### src/rtl/uart_reception.sv
// 8N1 UART receiver with mid-bit sampling, framing-error and false-start detection.
// Optional even-parity checking is enabled by defining UART_RX_PARITY_EN.
module uart_reception #(
    parameter int unsigned baud_rate_p   = 5208,
    parameter int unsigned half_bit_p    = 2604,
    parameter int unsigned data_length_p = 8
) (
    input  logic                     Clk_i,
    input  logic                     Reset_i,
    input  logic                     Rx_i,
    output logic [data_length_p-1:0] Data_o,
    output logic                     Data_valid_o,
    output logic                     Frame_error_o,
`ifdef UART_RX_PARITY_EN
    output logic                     Parity_error_o,
`endif
    output logic                     Busy_o
);

    localparam int unsigned BW       = $clog2(data_length_p + 1);
    localparam logic [15:0] BIT_LIM  = 16'(baud_rate_p - 1);
    localparam logic [15:0] HALF_LIM = 16'(half_bit_p - 1);
    localparam logic [BW-1:0] LAST_BIT = BW'(data_length_p - 1);

    typedef enum logic [2:0] {
        S_IDLE   = 3'd0,
        S_START  = 3'd1,
        S_DATA   = 3'd2,
        S_PARITY = 3'd3,
        S_STOP   = 3'd4,
        S_BREAK  = 3'd5
    } state_t;

    state_t                   state_q, state_n;
    logic                     sync1_q, rx_s;
    logic [15:0]              tick_q, tick_n;
    logic [BW-1:0]            bit_q, bit_n;
    logic [data_length_p-1:0] shift_q, shift_n;
    logic [data_length_p-1:0] data_n;
    logic                     valid_n, ferr_n;
`ifdef UART_RX_PARITY_EN
    logic                     par_q, par_n, perr_n;
`endif

    always_ff @(posedge Clk_i or negedge Reset_i) begin
        if (!Reset_i) begin
            sync1_q       <= 1'b1;
            rx_s          <= 1'b1;
            state_q       <= S_IDLE;
            tick_q        <= '0;
            bit_q         <= '0;
            shift_q       <= '0;
            Data_o        <= '0;
            Data_valid_o  <= 1'b0;
            Frame_error_o <= 1'b0;
`ifdef UART_RX_PARITY_EN
            par_q          <= 1'b0;
            Parity_error_o <= 1'b0;
`endif
        end else begin
            sync1_q       <= Rx_i;
            rx_s          <= sync1_q;
            state_q       <= state_n;
            tick_q        <= tick_n;
            bit_q         <= bit_n;
            shift_q       <= shift_n;
            Data_o        <= data_n;
            Data_valid_o  <= valid_n;
            Frame_error_o <= ferr_n;
`ifdef UART_RX_PARITY_EN
            par_q          <= par_n;
            Parity_error_o <= perr_n;
`endif
        end
    end

    always_comb begin
        state_n = state_q;
        tick_n  = tick_q + 16'd1;
        bit_n   = bit_q;
        shift_n = shift_q;
        data_n  = Data_o;
        valid_n = 1'b0;
        ferr_n  = 1'b0;
`ifdef UART_RX_PARITY_EN
        par_n   = par_q;
        perr_n  = 1'b0;
`endif
        case (state_q)
            S_IDLE: begin
                tick_n = '0;
                if (!rx_s) state_n = S_START;
            end
            S_START: begin
                if (tick_q == HALF_LIM) begin
                    tick_n = '0;
                    bit_n  = '0;
`ifdef UART_RX_PARITY_EN
                    par_n  = 1'b0;
`endif
                    state_n = rx_s ? S_IDLE : S_DATA;
                end
            end
            S_DATA: begin
                if (tick_q == BIT_LIM) begin
                    tick_n  = '0;
                    shift_n = {rx_s, shift_q[data_length_p-1:1]};
                    bit_n   = bit_q + 1'b1;
`ifdef UART_RX_PARITY_EN
                    par_n   = par_q ^ rx_s;
                    if (bit_q == LAST_BIT) state_n = S_PARITY;
`else
                    if (bit_q == LAST_BIT) state_n = S_STOP;
`endif
                end
            end
`ifdef UART_RX_PARITY_EN
            S_PARITY: begin
                if (tick_q == BIT_LIM) begin
                    tick_n  = '0;
                    par_n   = par_q ^ rx_s;
                    state_n = S_STOP;
                end
            end
`endif
            S_STOP: begin
                if (tick_q == BIT_LIM) begin
                    tick_n = '0;
                    if (rx_s) begin
                        // Leaving at the stop-bit midpoint lets a following start bit be caught.
                        state_n = S_IDLE;
`ifdef UART_RX_PARITY_EN
                        if (par_q) begin
                            perr_n = 1'b1;
                        end else begin
                            data_n  = shift_q;
                            valid_n = 1'b1;
                        end
`else
                        data_n  = shift_q;
                        valid_n = 1'b1;
`endif
                    end else begin
                        ferr_n  = 1'b1;
                        state_n = S_BREAK;
                    end
                end
            end
            S_BREAK: begin
                tick_n = '0;
                if (rx_s) state_n = S_IDLE;
            end
            default: begin
                state_n = S_IDLE;
                tick_n  = '0;
                bit_n   = '0;
                shift_n = '0;
                data_n  = '0;
`ifdef UART_RX_PARITY_EN
                par_n   = 1'b0;
`endif
            end
        endcase
    end

    assign Busy_o = (state_q != S_IDLE);

endmodule

### config.mk
export PLATFORM = sky130hd
export DESIGN_NAME = uart_reception
export DESIGN_NICKNAME = d
export VERILOG_FILES = /design/src/rtl/uart_reception.sv
export SDC_FILE = /design/constraint.sdc
export NUM_CORES = 1
export LEC_CHECK = 0
export ABC_AREA = 0
export BUFFER_PORTS_ARGS = -buffer_cell sky130_fd_sc_hd__buf_2
export CAP_MARGIN = 20
export CORE_MARGIN = 3
export CORE_UTILIZATION = 58
export DETAILED_ROUTE_END_ITERATION = 6
export PLACE_DENSITY = 0.87
export RECOVER_POWER = 50
export SKIP_CTS_REPAIR_TIMING = 1
export SLEW_MARGIN = 20
export SYNTH_ARGS = -nofsm -noshare
export SYNTH_HDL_FRONTEND = slang
export SYNTH_SLANG_ARGS = --single-unit
### constraint.sdc
create_clock -name Clk_i -period 2.45 [get_ports Clk_i]
set_clock_uncertainty 0.1 [all_clocks]
set_input_delay 0.735 -clock Clk_i [delete_from_list [all_inputs] [get_ports Clk_i]]
set_output_delay 0.735 -clock Clk_i [all_outputs]
set_load 0.03 [all_outputs]
==> metrics, run 1 <==
Netlist Area Pre-Place=2050 sq um; layout net count=211; Final Wtd Congestion=0.824; total routed wirelength=3.68 mm; Die Y-Extent=65.5 um; synth top area cells=dfrtp_1 50%, nor2_1 3.8%, a22o_1 3.4%; die area=4290 sq um; #FFs+latches synth=43; top sig layer=met4; sequential area share after synthesis=0.525; worst reg2reg endpoint=shift_q[6]; most frequent cells in the layout=41 x dfrtp_1, 21 x nor2_1, 18 x nand2_1, 10 x o21ai_0, 10 x buf_2; Pins Over Slew Limit=0; initial antenna violation count=0; largest net degree at the start of global routing=44; WL met1=1.79 mm; post-route DRC violation count=0; ys async rst share=1.00; R2R setup slack=0.26 ns; share of post-route cells with drive strength above 1=0.174; vias in the first global route=1,462; period utilization=0.896; Synth Flop Type=dfrtp_1; Power per Cell Area=483 nW/um^2; DR WL/cell=14.6 um; final instance area=2210 sq um; Worst Hold Class=register to register; setup TNS=0 ns; max cap viols=0; DR pass1 iterations=4; kind of critical path=register to output pin; Post-DP Area=2160 sq um; ANT cells=0; initial core utilization=0.641; Worst Tran Pin Value=1.01 ns; Vias=1,443; Post-Syn Area per Cell=10.8 sq um; Worst R2R Start=tick_q[0]; worst vdd ir=0.399 mV; Hold EP=rx_s; RSZ-0062 raised after global routing=no; Max Fanout on Critical Path=9; area grow syn2layout=7.68%; Synth top area share=0.500; hold depth=0; relative slew slack=0.325; initial drt markers=114; number of library cell types mapped by synthesis=49; Yosys warnings=0; Worst EP arrival=1.36 ns; Max Freq=0.456 GHz; HP Start=sync1_q; met2 wire len=1.68 mm; Root Driver=clkbuf_4; Final Hold Fails=0; io pins=14; Mapped Cells=190; gr usage total=0.199; EDFF count, synth=0; CTS max path bufs=2; Vias per Instance=5.75; DP Wirelength=2.58 mm; worst endpoint required time=1.62 ns; num rows=20; endpoint type of the worst setup path=output pin; CTS tree=built; CTS H-tree lvls=2; # clock sinks=43; leak pwr=1.01 nW; critical path startpoint category=register; core region area=3200 sq um; cell taking the most area after synthesis=dfrtp_1; metal3 WL=165 um; status=finished, final reports clean; first-pass GRT wire length=6.55 mm; CTS clock-pin slew for the worst setup and hold paths=0.12 ns; reg2reg path depth=6; ANT nets after route=0; clk_lat worst skew=0.35 ns; syn nets=195; die span in x=65.5 um; Final min period=2.19 ns; I/O Buffers=13; final setup fails=0; gr ovfl total=0; total CTS buffers=5; commonest non-fill, non-tap cell in the layout=dfrtp_1
[cells in the mapped netlist (4+ instances only)]
cell type  number
a22o_1          8
buf_2           5
dfrtp_1        41
inv_1           5
nand2_1        18
nand3_1         8
nor2_1         21
nor3_1          4
o21ai_0        10
o31ai_1         8
xnor2_1         7
xor2_1          7
[cells by family after synthesis]
group | after synthesis | synth area share
fa+ha+maj | 2 | 0.0122
simple gates | 71 | 0.179
mux | 3 | 0.0177
compound gates | 42 | 0.171
buf+inv | 15 | 0.0360
flops | 43 | 0.525
xor+xnor | 14 | 0.0597
[critical path, cell delays in order, from the launching register on]
cell     delay, ns
dfrtp_1       0.49
or3_1         0.33
buf_2         0.18
[layout make-up]
type / instances / area [sq um]
fill: 240 / 992
clock buffer: 6 / 41.3
multi-input combinational: 132 / 901
sequential: 43 / 1080
tap: 44 / 55.1
timing repair buffer: 19 / 104
inverter: 5 / 18.8
clock inverter: 2 / 12.5
[how the worst max path moves through the flow]
stage                          start          to  slack [ns]  cells after the start
final                     state_q[2]      Busy_o        0.26                      2
after global routing       tick_q[0]  shift_q[6]        0.11                      6
after CTS                 state_q[2]      Busy_o        0.26                      2
after detailed placement   tick_q[0]  shift_q[6]        0.31                      6
after global placement     tick_q[0]  state_q[2]        0.40                      6
after floorplan            tick_q[0]  state_q[2]        0.47                      7
[through the flow]
stage	instances	worst slack, ns	hold slack (ns)	utilization	total power, mW
4_1_cts	251	0.257	0.267	0.692	1.08
2_1_floorplan	190	0.472	0.245	-	0.730
3_3_place_gp	243	0.403	0.249	0.675	0.745
5_1_grt	251	0.106	0.273	0.690	1.11
3_5_place_dp	243	0.306	0.249	0.675	0.746
6_report	251	0.255	0.266	0.690	1.07
[state kept, by name, summed over array words and instances (netlist names)]
register / count
shift_q: 8
sync1_q: 1
rx_s: 1
Frame_error_o: 1
Data_o: 8
tick_q: 16
state_q: 3
Data_valid_o: 1
bit_q: 4
[layer usage]
metal / GRT usage / vias up
li1: - / 712
met1: 0.270 / 693
met2: 0.322 / 33
met3: 0.0410 / 5
met4: 0.0622 / 0
met5: 0 / -
[power by group]
group          internal (mW)  switching, mW  leakage [nW]
combinational        0.00208         0.0133         0.406
clock                  0.111          0.227        0.0282
sequential             0.713        0.00246         0.579
total                  0.826          0.242          1.01
No activity file was read; power rests on OpenSTA's default activity.
==> run 2, diff against run 1 <==
==> constraint.sdc (replaced) <==
create_clock -name Clk_i -period 2.7 [get_ports Clk_i]
set_clock_uncertainty 0.1 [all_clocks]
set_input_delay 0.81 -clock Clk_i [delete_from_list [all_inputs] [get_ports Clk_i]]
set_output_delay 0.81 -clock Clk_i [all_outputs]
set_load 0.03 [all_outputs]
==> metrics, run 2 (synthesis results as in run 1) <==
status=finished, final reports clean (unchanged); ANT nets after route=0 (unchanged); Root Driver=clkbuf_4 (unchanged); gr ovfl total=0 (unchanged); vias in the first global route=1,506 (was 1,462); total routed wirelength=3.85 mm (was 3.68 mm); Power per Cell Area=455 nW/um^2 (was 483 nW/um^2); Worst R2R Start=tick_q[0] (unchanged); Max Freq=0.400 GHz; Worst Hold Class=register to register (unchanged); Max Fanout on Critical Path=11 (was 9); Final min period=2.50 ns; die area=4290 sq um (unchanged); gr usage total=0.208 (was 0.199); register area=1080 sq um (unchanged); endpoint type of the worst setup path=register (was output pin); Final Hold Fails=0 (unchanged); final setup fails=0 (unchanged); area grow syn2layout=7.80% (was 7.68%); total CTS buffers=5 (unchanged); PnR Total Power=1.01 mW (was 1.07 mW); Vias=1,490 (was 1,443); core region area=3200 sq um (unchanged); top flop regs=tick_q (16), Data_o (8), shift_q (8) (unchanged); io pins=14 (unchanged); Finished Layout Cells=249 (was 251); Fillers=239 (was 240); DR WL/cell=15.4 um (was 14.6 um); RSZ-0062 raised after global routing=no (unchanged); worst vdd ir=0.278 mV (was 0.399 mV); first-pass GRT wire length=6.81 mm (was 6.55 mm); Biggest register=tick_q (unchanged); clk_lat worst skew=0.35 ns (about the same); most frequent cells in the layout=41 x dfrtp_1, 21 x nor2_1, 18 x nand2_1, 12 x buf_2, 10 x o21ai_0 (was 41 x dfrtp_1, 21 x nor2_1, 18 x nand2_1, 10 x o21ai_0, 10 x buf_2); CTS tree=built (unchanged); Die Y-Extent=65.5 um (unchanged); num rows=20 (unchanged); CTS max path bufs=2 (unchanged); R2R setup slack=0.20 ns (was 0.26 ns); Worst EP arrival=2.69 ns (was 1.36 ns); I/O Buffers=13 (unchanged); CTS clock-pin slew for the worst setup and hold paths=0.12 ns (about the same); initial core utilization=0.641 (unchanged); commonest non-fill, non-tap cell in the layout=dfrtp_1 (unchanged); worst reg2reg endpoint=bit_q[3] (was shift_q[6]); CTS H-tree lvls=2 (unchanged); worst endpoint required time=2.89 ns (was 1.62 ns); kind of critical path=register to register (was register to output pin); critical path startpoint category=register (unchanged); Pins Over Slew Limit=0 (unchanged); Worst Tran Pin Value=1.00 ns (was 1.01 ns); post-route DRC violation count=0 (unchanged); initial antenna violation count=0 (unchanged); max cap viols=0 (unchanged); Final Wtd Congestion=0.819 (was 0.824); Critical Path Sink=bit_q[3] (was Busy_o); number of flip-flops in the largest register=16 (unchanged); largest net degree at the start of global routing=44 (unchanged); Vias per Instance=5.98 (was 5.75); period utilization=0.926; hold depth=0 (unchanged); layout net count=209 (was 211); # clock sinks=43 (unchanged); share of post-route cells with drive strength above 1=0.176 (was 0.174); final instance area=2210 sq um (about the same); relative slew slack=0.331 (was 0.325); Util after Layout=0.691 (was 0.690); DP Wirelength=2.77 mm (was 2.58 mm); DR pass1 iterations=4 (unchanged); reg2reg path depth=6 (unchanged); leak pwr=1.02 nW (was 1.01 nW); die span in x=65.5 um (unchanged); setup TNS=0 ns (unchanged); initial drt markers=128 (was 114); dpl cells=241 (was 243); ANT cells=0 (unchanged); area of the multi-input gates=901 sq um (unchanged); CP Launch Point=tick_q[0] (was state_q[2]); Post-DP Area=2150 sq um (was 2160 sq um)
## run 2: power breakdown
part / switching, mW / internal [mW] / total [mW]
Sequential: 0.00229 / 0.647 / 0.649
Clock: 0.192 / 0.153 / 0.345
Combinational: 0.0119 / 0.00188 / 0.0138
## run 2: how the worst min path moves through the flow
stage	from	to	slack [ns]
final	sync1_q	rx_s	0.26
after global routing	sync1_q	rx_s	0.27
after CTS	sync1_q	rx_s	0.27
after detailed placement	sync1_q	rx_s	0.25
after global placement	sync1_q	rx_s	0.25
after floorplan	sync1_q	rx_s	0.25
## run 2: area by class of cell
class / instances / share of cell area
clock buffers: 8 / 0.0311
inverters: 5 / 0.00848
multi-input cells: 132 / 0.407
flip-flops and latches: 43 / 0.487
well taps: 44 / 0.0249
repair buffers: 17 / 0.0413
## run 2: routing by layer
metal	GRT usage	wire, um	share of wire
met1	0.253	1710	0.44
met3	0.0479	198	0.051
met2	0.346	1870	0.49
met5	0	0	0
met4	0.104	74	0.019
## run 2: stage by stage
stage | hold slack (ns) | setup WS [ns]
2_1_floorplan | 0.245 | 0.705
3_3_place_gp | 0.249 | 0.350
3_5_place_dp | 0.249 | 0.253
4_1_cts | 0.265 | 0.219
5_1_grt | 0.272 | 0.0225
6_report | 0.263 | 0.201
## run 2: critical path, stage by stage (launching register included)
cell and delay, ns:
dfrtp_1 0.41, ha_1 0.26, and4bb_2 0.23, and4_1 0.43, nor2b_1 0.61, a41o_1 0.27, o31a_1 0.13
==> run 3, diff against run 2 <==
--- a/config.mk
+++ b/config.mk
@@ -8,10 +8,13 @@
 export ABC_AREA = 0
 export BUFFER_PORTS_ARGS = -buffer_cell sky130_fd_sc_hd__buf_2
 export CAP_MARGIN = 20
+export CELL_PAD_IN_SITES_DETAIL_PLACEMENT = 1
+export CELL_PAD_IN_SITES_GLOBAL_PLACEMENT = 1
 export CORE_MARGIN = 3
-export CORE_UTILIZATION = 58
+export CORE_UTILIZATION = 53
+export CTS_BUF_LIST = sky130_fd_sc_hd__clkbuf_8
 export DETAILED_ROUTE_END_ITERATION = 6
-export PLACE_DENSITY = 0.87
+export PLACE_DENSITY = 0.95
 export RECOVER_POWER = 50
 export SKIP_CTS_REPAIR_TIMING = 1
 export SLEW_MARGIN = 20
==> metrics, run 3 (synthesis results as in run 1) <==
status=finished with violations (was finished, final reports clean); failing checks=capacitance limit, slew limit; max cap viols=1 (was 0); endpoint type of the worst setup path=register (unchanged); DR WL/cell=18.3 um (was 15.4 um); Root Driver=clkbuf_8 (was clkbuf_4); Hold EP=rx_s (unchanged); # clock sinks=43 (unchanged); RSZ-0062 raised after global routing=no (unchanged); Max Fanout on Critical Path=8 (was 11); R2R setup slack=0.47 ns (was 0.20 ns); commonest non-fill, non-tap cell in the layout=dfrtp_1 (unchanged); relative slew slack=-0.0240 (was 0.331); number of flip-flops in the largest register=16 (unchanged); most frequent cells in the layout=41 x dfrtp_1, 21 x nor2_1, 18 x nand2_1, 10 x o21ai_0, 9 x buf_2 (was 41 x dfrtp_1, 21 x nor2_1, 18 x nand2_1, 12 x buf_2, 10 x o21ai_0); ANT nets after route=0 (unchanged); Pins Over Slew Limit=30 (was 0); largest net degree at the start of global routing=30 (was 44); post-route DRC violation count=0 (unchanged); final instance area=2250 sq um (was 2210 sq um); first-pass GRT wire length=8.08 mm (was 6.81 mm); Worst Hold Class=register to register (unchanged); Final Wtd Congestion=0.929 (was 0.819); HP Start=sync1_q (unchanged); period utilization=0.824 (was 0.926); total routed wirelength=4.66 mm (was 3.85 mm); kind of critical path=register to register (unchanged); io pins=14 (unchanged); critical path startpoint category=register (unchanged); worst reg2reg endpoint=shift_q[6] (was bit_q[3]); reg2reg path depth=6 (unchanged); Worst EP arrival=2.36 ns (was 2.69 ns); area grow syn2layout=9.75% (was 7.80%); core region area=3520 sq um (was 3200 sq um); layout net count=212 (was 209); leak pwr=1.02 nW (about the same); worst vdd ir=0.297 mV (was 0.278 mV); die area=4660 sq um (was 4290 sq um); top flop regs=tick_q (16), Data_o (8), shift_q (8) (unchanged); hold depth=0 (unchanged); Final min period=2.23 ns (was 2.50 ns); Worst R2R Start=tick_q[0] (unchanged); num rows=21 (was 20); share of post-route cells with drive strength above 1=0.168 (was 0.176); gr usage total=0.238 (was 0.208); initial drt markers=119 (was 128); Power per Cell Area=480 nW/um^2 (was 455 nW/um^2); Final Hold Fails=0 (unchanged); CTS H-tree lvls=2 (unchanged); WHS=0.265 ns (was 0.263 ns); CTS tree=built (unchanged); worst endpoint required time=2.84 ns (was 2.89 ns); I/O Buffers=13 (unchanged); vias in the first global route=1,624 (was 1,506); Vias per Instance=5.91 (was 5.98); ANT cells=0 (unchanged); Worst Tran Pin Value=1.54 ns (was 1.00 ns); setup TNS=0 ns (unchanged); final setup fails=0 (unchanged); Biggest register=tick_q (unchanged); Die Y-Extent=68.2 um (was 65.5 um); initial antenna violation count=0 (unchanged); DR pass1 iterations=4 (unchanged); Post-DP Area=2170 sq um (was 2150 sq um); CTS clock-pin slew for the worst setup and hold paths=0.09 ns (was 0.12 ns); total CTS buffers=5 (unchanged); CTS max path bufs=2 (unchanged); Vias=1,502 (was 1,490); initial core utilization=0.583 (was 0.641); DP Wirelength=3.40 mm (was 2.77 mm); Max Freq=0.449 GHz (was 0.400 GHz); clk_lat worst skew=0.30 ns (was 0.35 ns); gr ovfl total=0 (unchanged); die span in x=68.2 um (was 65.5 um)
[run 3: power by group]
part	switching (mW)	internal, mW	total [mW]
clock	0.232	0.185	0.417
sequential	0.00269	0.646	0.649
combinational	0.0131	0.00190	0.0150
total	0.248	0.833	1.08
[run 3: stage by stage]
| step | cells | util | total power [mW] | worst slack, ns |
|---|---|---|---|---|
| after global routing | 254 | 0.640 | 1.13 | 0.326 |
| after detailed placement | 246 | 0.617 | 0.679 | 0.490 |
| after global placement | 246 | 0.617 | 0.677 | 0.627 |
| after CTS | 254 | 0.644 | 1.09 | 0.460 |
| after floorplan | 190 | - | 0.662 | 0.705 |
| final | 254 | 0.640 | 1.08 | 0.474 |
[run 3: final cells by class]
| class | instances | area, sq um |
|---|---|---|
| Clock buffer | 5 | 68.8 |
| Clock inverter | 3 | 23.8 |
| Inverter | 5 | 18.8 |
| Sequential cell | 43 | 1080 |
| Timing Repair Buffer | 20 | 105 |
| Tap cell | 46 | 57.6 |
| Fill cell | 371 | 1270 |
| Multi-Input combinational cell | 132 | 901 |
[run 3: worst max-delay path by stage]
| stage | endpoint | startpoint | slack [ns] | cells after the start |
|---|---|---|---|---|
| 3_3_place_gp | shift_q[6] | tick_q[0] | 0.63 | 6 |
| 2_1_floorplan | Busy_o | state_q[1] | 0.71 | 2 |
| 3_5_place_dp | shift_q[6] | tick_q[0] | 0.49 | 6 |
| 6_report | shift_q[6] | tick_q[0] | 0.47 | 6 |
| 5_1_grt | tick_q[6] | Reset_i | 0.33 | 2 |
| 4_1_cts | shift_q[6] | tick_q[0] | 0.46 | 6 |
[run 3: critical path, stage by stage (launching register included)]
cell and delay [ns]:
dfrtp_1 0.39, ha_1 0.28, and4bb_2 0.24, and4_1 0.44, nor2b_1 0.34, buf_4 0.22, a32o_1 0.17
[run 3: per-layer routing]
metal,GRT usage,vias to the layer above,part of all wire
met5,0,-,0
li1,-,706,-
met2,0.448,30,0.54
met4,0.0596,0,0.0077
met1,0.274,759,0.42
met3,0.0443,7,0.030
